==> config.mk <==
export PLATFORM = sky130hd
export DESIGN_NAME = multi_clk_divider
export DESIGN_NICKNAME = d
export VERILOG_FILES = /design/src/rtl/clkdiv_pkg.sv /design/src/rtl/clkdiv_channel.sv /design/src/rtl/multi_clk_divider.sv
export SDC_FILE = /design/constraint.sdc
export NUM_CORES = 1
export LEC_CHECK = 0
export ABC_AREA = 1
export BUFFER_PORTS_ARGS = -buffer_cell sky130_fd_sc_hd__clkbuf_2
export CORE_ASPECT_RATIO = 1.5
export CORE_MARGIN = 1
export CORE_UTILIZATION = 50
export DETAILED_ROUTE_END_ITERATION = 8
export GPL_TIMING_DRIVEN = 0
export PLACE_DENSITY = 0.68
export SLEW_MARGIN = 20
export SYNTH_ARGS = -nofsm -noshare
export SYNTH_HDL_FRONTEND = slang
export SYNTH_SLANG_ARGS = --single-unit
export TNS_END_PERCENT = 20
==> constraint.sdc <==
create_clock -name clk_in -period 2.8 [get_ports clk_in]
set_input_delay 0.28 -clock clk_in [delete_from_list [all_inputs] [get_ports clk_in]]
set_output_delay 0.28 -clock clk_in [all_outputs]
set_load 0.05 [all_outputs]
==> src/rtl/clkdiv_pkg.sv <==
// Shared constants and types for the multi-channel clock divider.
// CNT_W_DEFAULT / DIV_DEFAULT seed the top-level parameters; div_t is the
// default-width divide value used by software-facing code and benches.
package clkdiv_pkg;

  localparam int unsigned CNT_W_DEFAULT = 32;
  localparam int unsigned DIV_DEFAULT   = 500000000;

  typedef logic [CNT_W_DEFAULT-1:0] div_t;

  // Width of a channel index; a single channel still gets a 1-bit index.
  function automatic int unsigned ch_idx_w(input int unsigned n);
    return (n > 1) ? $clog2(n) : 1;
  endfunction

endpackage

==> src/rtl/clkdiv_channel.sv <==
// One divider channel: half-period counter, active/pending divide value,
// registered clk_out and tick. A new divide value waits in the pending
// slot and only takes effect on a half-period boundary or while idle.
module clkdiv_channel
  import clkdiv_pkg::*;
#(
  parameter int unsigned      CNT_W       = CNT_W_DEFAULT,
  parameter logic [CNT_W-1:0] DEFAULT_DIV = CNT_W'(DIV_DEFAULT)
) (
  input  logic             clk_in,
  input  logic             reset,
  input  logic             en,
  input  logic             sync,
  input  logic             load,
  input  logic [CNT_W-1:0] load_div,
  output logic             busy,
  output logic             clk_out,
  output logic             tick
);

  logic [CNT_W-1:0] cnt;
  logic [CNT_W-1:0] div_act;
  logic [CNT_W-1:0] div_pend;

  // Counter, output phase and reload; an idle or restarting channel adopts a
  // pending value at once, a running one only when its half-period ends.
  always_ff @(posedge clk_in) begin
    if (reset) begin
      cnt      <= '0;
      div_act  <= DEFAULT_DIV;
      div_pend <= '0;
      busy     <= 1'b0;
      clk_out  <= 1'b0;
      tick     <= 1'b0;
    end else begin
      if (!en || sync || (div_act == '0)) begin
        cnt     <= '0;
        clk_out <= 1'b0;
        tick    <= 1'b0;
        if (busy) begin
          div_act <= div_pend;
          busy    <= 1'b0;
        end
      end else if (cnt == div_act - CNT_W'(1)) begin
        cnt     <= '0;
        clk_out <= ~clk_out;
        tick    <= ~clk_out;
        if (busy) begin
          div_act <= div_pend;
          busy    <= 1'b0;
        end
      end else begin
        cnt  <= cnt + CNT_W'(1);
        tick <= 1'b0;
      end
      // A load is only granted while nothing is pending, so it never
      // collides with the reload above; the boundary uses the old value.
      if (load) begin
        div_pend <= load_div;
        busy     <= 1'b1;
      end
    end
  end

endmodule

==> src/rtl/multi_clk_divider.sv <==
// Multi-channel runtime-programmable clock divider and tick generator.
// Config port accepts one new half-period per channel at a time; cfg_ready is
// the only combinational output. Optional macro CLKDIV_SYNC_EN adds sync_pulse,
// which restarts all enabled channels phase-aligned.
module multi_clk_divider
  import clkdiv_pkg::*;
#(
  parameter int unsigned      NUM_CH      = 4,
  parameter int unsigned      CNT_W       = CNT_W_DEFAULT,
  parameter logic [CNT_W-1:0] DEFAULT_DIV = CNT_W'(DIV_DEFAULT),
  localparam int unsigned     CH_W        = ch_idx_w(NUM_CH)
) (
  input  logic              clk_in,
  input  logic              reset,
  input  logic [NUM_CH-1:0] ch_en,
  input  logic              cfg_valid,
`ifdef CLKDIV_SYNC_EN
  input  logic              sync_pulse,
`endif
  output logic              cfg_ready,
  input  logic [CH_W-1:0]   cfg_ch,
  input  logic [CNT_W-1:0]  cfg_div,
  output logic [NUM_CH-1:0] clk_out,
  output logic [NUM_CH-1:0] tick
);

  logic              sync;
  logic [NUM_CH-1:0] busy;
  logic [NUM_CH-1:0] load;

`ifdef CLKDIV_SYNC_EN
  assign sync = sync_pulse;
`else
  assign sync = 1'b0;
`endif

  // Ready follows the pending flag of the addressed channel; an index past
  // the last channel is always ready and the write simply lands nowhere.
  always_comb begin
    cfg_ready = 1'b1;
    for (int i = 0; i < NUM_CH; i++) begin
      if (cfg_ch == CH_W'(i)) cfg_ready = ~busy[i];
    end
  end

  for (genvar g = 0; g < NUM_CH; g++) begin : g_ch
    assign load[g] = cfg_valid & cfg_ready & (cfg_ch == CH_W'(g));

    clkdiv_channel #(
      .CNT_W       (CNT_W),
      .DEFAULT_DIV (DEFAULT_DIV)
    ) u_ch (
      .clk_in   (clk_in),
      .reset    (reset),
      .en       (ch_en[g]),
      .sync     (sync),
      .load     (load[g]),
      .load_div (cfg_div),
      .busy     (busy[g]),
      .clk_out  (clk_out[g]),
      .tick     (tick[g])
    );
  end

endmodule

==> results of run 1 <==
-- cells by family (layout without fill, tap and decap cells) --
logic type,Yosys count,after routing,share of synthesized area
AOI/OAI and AO/OA,422,422,0.100
xor gates and xnor gates,207,207,0.0831
adders and majority gates,8,8,0.00459
buffers and inverters,536,667,0.100
DFF,396,396,0.363
and+or+nand+nor,1721,1721,0.348
-- state kept, by name (all words and copies together), names as in the netlist --
| register | count |
|---|---|
| g_ch.u_ch.div_pend | 128 |
| g_ch.u_ch.busy | 4 |
| g_ch.u_ch.cnt | 128 |
| g_ch.u_ch.tick | 4 |
| g_ch.u_ch.div_act | 128 |
| g_ch.u_ch.clk_out | 4 |
-- final cells by class --
type / instances / area, um2 / share of cell area
multi-input combinational: 2358 / 11800 / 0.487
tap: 570 / 713 / 0.0294
sequential: 396 / 7930 / 0.327
buffer: 132 / 696 / 0.0287
timing repair buffer: 58 / 313 / 0.0129
clock inverter: 19 / 153 / 0.00629
clock buffer: 54 / 1120 / 0.0463
inverter: 404 / 1520 / 0.0625
-- cell usage in the layout, fill, tap and decap left out, types with 45 or more instances in the layout --
| cell | count |
|---|---|
| nor3_1 | 45 |
| nand2_1 | 687 |
| nor2_1 | 486 |
| clkbuf_1 | 88 |
| nand4_1 | 55 |
| inv_1 | 393 |
| clkbuf_2 | 49 |
| a21oi_1 | 229 |
| xor2_1 | 132 |
| nand3_1 | 274 |
| xnor2_1 | 75 |
| dfxtp_1 | 394 |
| o21ai_0 | 151 |
-- layer usage --
layer / GRT usage / part of all wire / vias to the layer above
li1: - / - / 10600
met1: 0.299 / 0.40 / 9311
met2: 0.526 / 0.50 / 372
met3: 0.0293 / 0.031 / 168
met4: 0.188 / 0.069 / 0
met5: 0 / 0 / -
-- repair_timing --
action / in CTS / in global routing
buffers inserted: 0 / 9
resized for setup: 7 / 37
pin swaps: 0 / 9
cloned: 0 / 0
setup endpoints to repair: 39 / 246
-- worst paths after layout --
path | cells after the start | slack [ps] | endpoint | from
hold / removal | 5 | 100 | g_ch[2].u_ch.tick$_SDFF_PP0_ | ch_en[2]
setup / recovery | 16 | 120 | g_ch[3].u_ch.div_act[30]$_SDFFE_PP0P_ | g_ch[3].u_ch.div_act[0]$_SDFFE_PP0P_
setup reg to reg | 16 | 120 | g_ch[3].u_ch.div_act[30]$_SDFFE_PP0P_ | g_ch[3].u_ch.div_act[0]$_SDFFE_PP0P_
hold reg to reg | 2 | 440 | g_ch[2].u_ch.div_pend[23]$_SDFFE_PP0P_ | g_ch[2].u_ch.div_pend[23]$_SDFFE_PP0P_
-- where the power goes --
group          internal, uW  switching [uW]
Combinational           396             812
Clock                  2940            2350
Sequential             5790             129
Total                  9130            3300
-- worst min-delay path, cell delays in order --
cell and delay (ps):
clkbuf_2 70, o21ai_0 100, nor2_1 60, nand2_1 70, inv_1 40
-- stage by stage --
stage	instances	hold slack [ps]	worst slack, ps	utilization	setup TNS (ps)
global route	3991	121	0.888	0.565	0
floorplan	3290	395	401	-	0
CTS	3982	93.3	5.26	0.561	0
global placement	3909	436	-137	0.531	-1870
detailed placement	3909	438	-226	0.531	-5600
finish	3991	101	120	0.565	0
==> flow_summary.ini, run 1 <==
[status]
status = finished clean

[timing]
slew_headroom = 0.335
setup_violations = 0
max_slew.worst_pin.slew_ps = 997
rsz0062_at_grt = false
maxSlewViolCount = 0
finalCriticalPeriod_ps = 2680
clock_skew_ps = 11.4
hold_viol = 0
max_freq_mhz = 373
final_min_period_over_clock_period = 0.957

[power_and_ir_drop]
power.total_uw = 12400
power.density_nw_per_um2 = 512
vdd_drop_max_mv = 0.472
leakage_uw = 0.00982

[synth]
synthFlopType = dfxtp_1
synth_edf_count = 0
synth_nets = 3339
synth.area.top_cells = dfxtp_1 (36%), nand2_1 (12%), nor2_1 (8.5%), inv_1 (6.8%), nand3_1 (6.3%)
yosys_warnings = 0
yosysTopAreaCellShare = 0.363
ys_types = 46
ys_seq_area_frac = 0.363
ys_top_cells_by_count = nand2_1 (692), nor2_1 (496), dfxtp_1 (396), inv_1 (393), nand3_1 (275)
async_reset_ff_frac = 0
synthMostInstantiatedCell = nand2_1
ys_ff_latch = 396
mappedNetlistArea_um2 = 21800
syn-mean-instance-area_um2 = 6.63
postSynthCellCount = 3290
yosysTopAreaCell = dfxtp_1

[placed_design]
hpwlAfterDp_mm = 50.1
numPortBuffers = 49
placed_area_um2 = 22800
finalWeightedCongestion = 0.967

[route]
antenna_left = 0
dr.first_iter.drc_count = 1255
finalWirelength_mm = 62.7
first_pass_iters = 7
num_vias = 20500
via_per_inst = 5.13
drc = 0
wl_per_cell_um = 15.7

[clock_network]
hold_buffers = 0
clock_path_buffers = 3
cts_htree_levels = 2
cts_inserted_buffers = 40
cts_sinks = 396
clock_latency_ps = 560
cts-root-buf = clkbuf_16
cts_tree = done
clk_pin_slew_worst_paths_ps = 70

[final_layout]
drive_gt1_frac = 0.0865
finalNetCount = 3439
nFillCells = 4193
area_growth_pct = 11.2
final_area_um2 = 24300
insertedDiodeCount = 0

[global_routing]
grt_max_degree = 16
grt-ovfl-total = 0
grt_use_total = 0.282
grt_pass1_vias = 19900
grt_first_pass_wirelength_mm = 100
antenna_found_initial = 0

[critical_path]
cp_common_cell = nand2_1
cp.arrival_ps = 3140
start_kind = flip-flop
crit_buf_inv = 2
cpLargestDelayFamily = simple AND/OR/NAND/NOR gates
cp_slowest_cell = dfxtp_1
cp_max_fo = 10
cp-end-kind = flip-flop
required_ps = 3260
critPathKind = flip-flop to flip-flop
max_stage_delay_ps = 370
cp_cell_sequence = inv_1 -> ha_2 -> nand2_2 -> nor2_4 -> nand2_2 -> o21ai_2 -> nand2_1 -> nor2_1 -> nand2_1 -> nor2_4 -> nand3_4 -> nand2_8 -> buf_6 -> nand3_1 -> nand2_1 -> nor2_1

[die]
row_count = 93
die_h_um = 258
core_um2 = 42900
pin_count = 50
chipWidth_um = 173
start_util = 0.508
dieArea_um2 = 44500

[run]
maxCapViolations = 0

[min_path]
min_path_type = input pin to flip-flop
Note: power is estimated with default switching activity, not from simulation.
==> run 2, diff against run 1 <==
--- a/config.mk
+++ b/config.mk
@@ -9,10 +9,10 @@
 export BUFFER_PORTS_ARGS = -buffer_cell sky130_fd_sc_hd__clkbuf_2
 export CORE_ASPECT_RATIO = 1.5
 export CORE_MARGIN = 1
-export CORE_UTILIZATION = 50
+export CORE_UTILIZATION = 60
 export DETAILED_ROUTE_END_ITERATION = 8
 export GPL_TIMING_DRIVEN = 0
-export PLACE_DENSITY = 0.68
+export PLACE_DENSITY = 0.79
 export SLEW_MARGIN = 20
 export SYNTH_ARGS = -nofsm -noshare
 export SYNTH_HDL_FRONTEND = slang
==> run 2 against run 1 <==
Design area about the same. Worst hold slack better by 11 ps. Utilization up 11 points. Critical path depth up 2. Maximum frequency up 0.39%. Critical path type unchanged. Highest routed layer is now met5.
==> flow_summary.ini, run 2 (same netlist as run 1, synthesis figures left out) <==
[power_and_ir_drop]
power.total_uw = 13000
vdd_drop_max_mv = 0.499
leakage_uw = 0.00988
power.density_nw_per_um2 = 535

[timing]
max_freq_mhz = 375
rsz0062_at_grt = true
finalCriticalPeriod_ps = 2670
setup_violations = 0
slew_headroom = 0.331
max_slew.worst_pin.slew_ps = 1000
maxSlewViolCount = 0
clock_skew_ps = 21.3
setup_tns_ps = 0
hold_viol = 0
setup_slack_ps = 130
final_min_period_over_clock_period = 0.954

[route]
dr.first_iter.drc_count = 1277
finalWirelength_mm = 62.8
via_per_inst = 5.34
drc = 0
first_pass_iters = 5
wl_per_cell_um = 16.1
antenna_left = 0
num_vias = 20800

[global_routing]
grt_first_pass_wirelength_mm = 100
grt_max_degree = 16
antenna_found_initial = 3
grt_use_total = 0.342
grt-ovfl-total = 0
grt_pass1_vias = 20100

[critical_path]
cp_max_fo = 10
cp-end-kind = flip-flop
required_ps = 3250
r2r-end = g_ch[3].u_ch.div_act[30]$_SDFFE_PP0P_
r2r_setup_slack_ps = 130
worstRegToRegCells = 18
timing.rr.start = g_ch[3].u_ch.div_act[0]$_SDFFE_PP0P_
cp.arrival_ps = 3120
critPathKind = flip-flop to flip-flop
start_kind = flip-flop

[clock_network]
cts_inserted_buffers = 38
clock_latency_ps = 560
clock_path_buffers = 3
cts_sinks = 396
clk_pin_slew_worst_paths_ps = 60
cts_htree_levels = 2
cts_tree = done
cts-root-buf = clkbuf_16

[placed_design]
pre_cts_ws_ps = -131
hpwlAfterDp_mm = 49.1
finalWeightedCongestion = 1.04
numPortBuffers = 49
place_inst = 3817

[die]
pin_count = 50
core_um2 = 35800
chipWidth_um = 158
dieArea_um2 = 37200
row_count = 85
die_h_um = 236
start_util = 0.609

[min_path]
hold_start = cfg_div[31]
min_path_type = input pin to flip-flop
hold-path-cell-count = 3
worst_hold_path.endpoint = g_ch[1].u_ch.div_pend[31]$_SDFFE_PP0P_

[final_layout]
reg_top3 = g_ch.u_ch.cnt (128), g_ch.u_ch.div_act (128), g_ch.u_ch.div_pend (128)
nFillCells = 3268
finalNetCount = 3434
final_common_cell = nand2_1
utilization = 0.677
layout_common_cells = nand2_1 (688), nor2_1 (491), dfxtp_1 (394)
area_growth_pct = 11.2
drive_gt1_frac = 0.0835
final_cells = 3894

[run]
maxCapViolations = 0

[status]
status = finished clean
run 2: cell count changes in the layout (fill, tap and decap cells not counted), moves of 3 or more:
cell        change
nor2_2          -6
bufinv_16       +7
clkinvlp_4      -3
nor2_1          +5
clkinv_2        -3
buf_4           -5
run 2: power by group:
| part | switching, uW | total (uW) | internal [uW] |
|---|---|---|---|
| clock | 2300 | 5860 | 3560 |
| sequential | 130 | 5920 | 5790 |
| combinational | 804 | 1190 | 388 |
| total | 3230 | 13000 | 9740 |
run 2: worst max-delay path by stage:
stage | slack [ps] | endpoint | cells past startpoint | startpoint
after global routing | -30 | g_ch[3].u_ch.div_act[30]$_SDFFE_PP0P_ | 16 | g_ch[3].u_ch.div_act[0]$_SDFFE_PP0P_
after floorplan | 400 | g_ch[0].u_ch.div_pend[10]$_SDFFE_PP0P_ | 8 | g_ch[0].u_ch.busy$_SDFFE_PP0P_
final | 130 | g_ch[3].u_ch.div_act[30]$_SDFFE_PP0P_ | 18 | g_ch[3].u_ch.div_act[0]$_SDFFE_PP0P_
after global placement | -9 | g_ch[3].u_ch.div_act[30]$_SDFFE_PP0P_ | 7 | reset
after detailed placement | -130 | g_ch[3].u_ch.div_act[30]$_SDFFE_PP0P_ | 7 | reset
after CTS | -6 | g_ch[0].u_ch.cnt[29]$_SDFF_PP0_ | 14 | g_ch[0].u_ch.div_act[0]$_SDFFE_PP0P_
run 2: area by class of cell:
cell class | count | area [um2] | area share
Sequential cell | 396 | 7930 | 0.327
Clock inverter | 17 | 299 | 0.0123
Antenna cell | 1 | 2.50 | 0.000103
Multi-Input combinational cell | 2358 | 11800 | 0.487
Clock buffer | 53 | 1120 | 0.0462
Inverter | 404 | 1520 | 0.0625
Buffer | 132 | 689 | 0.0284
Tap cell | 478 | 598 | 0.0247
Timing Repair Buffer | 55 | 290 | 0.0120
run 2: stage by stage:
stage | hold WS (ps) | instance area, um2
3_5_place_dp | 437 | 22700
4_1_cts | 88.5 | 24100
3_3_place_gp | 435 | 22700
5_1_grt | 109 | 24300
2_1_floorplan | 395 | 21800
6_report | 111 | 24300
run 2: repair_timing:
| action | in CTS | in global routing |
|---|---|---|
| pin swaps | 0 | 7 |
| buffers inserted | 0 | 6 |
| endpoints found under the setup margin | 8 | 228 |
| hold buffers | 0 | 0 |
| gates resized for setup | 1 | 36 |
run 2: critical path, cell delays in order, from the launching register on:
cell     delay (ps)
dfxtp_1         450
inv_1           110
ha_2            220
nand2_2         150
nor2_4           60
buf_4           130
nand2_1          60
nand2_1          60
nand2_1         100
nand3_1          70
nor2_1           80
nand2_1          50
nor2_1          240
nand3_4         140
nand2_4         150
buf_6           160
nand3_1         120
nand2_1         130
nor2_1           50
run 2: metal layers:
metal | GRT usage | part of all wire | vias to the layer above
li1 | - | - | 10600
met1 | 0.364 | 0.38 | 9440
met3 | 0.0554 | 0.050 | 196
met5 | 0 | 0.00037 | -
met2 | 0.599 | 0.49 | 531
met4 | 0.252 | 0.079 | 4
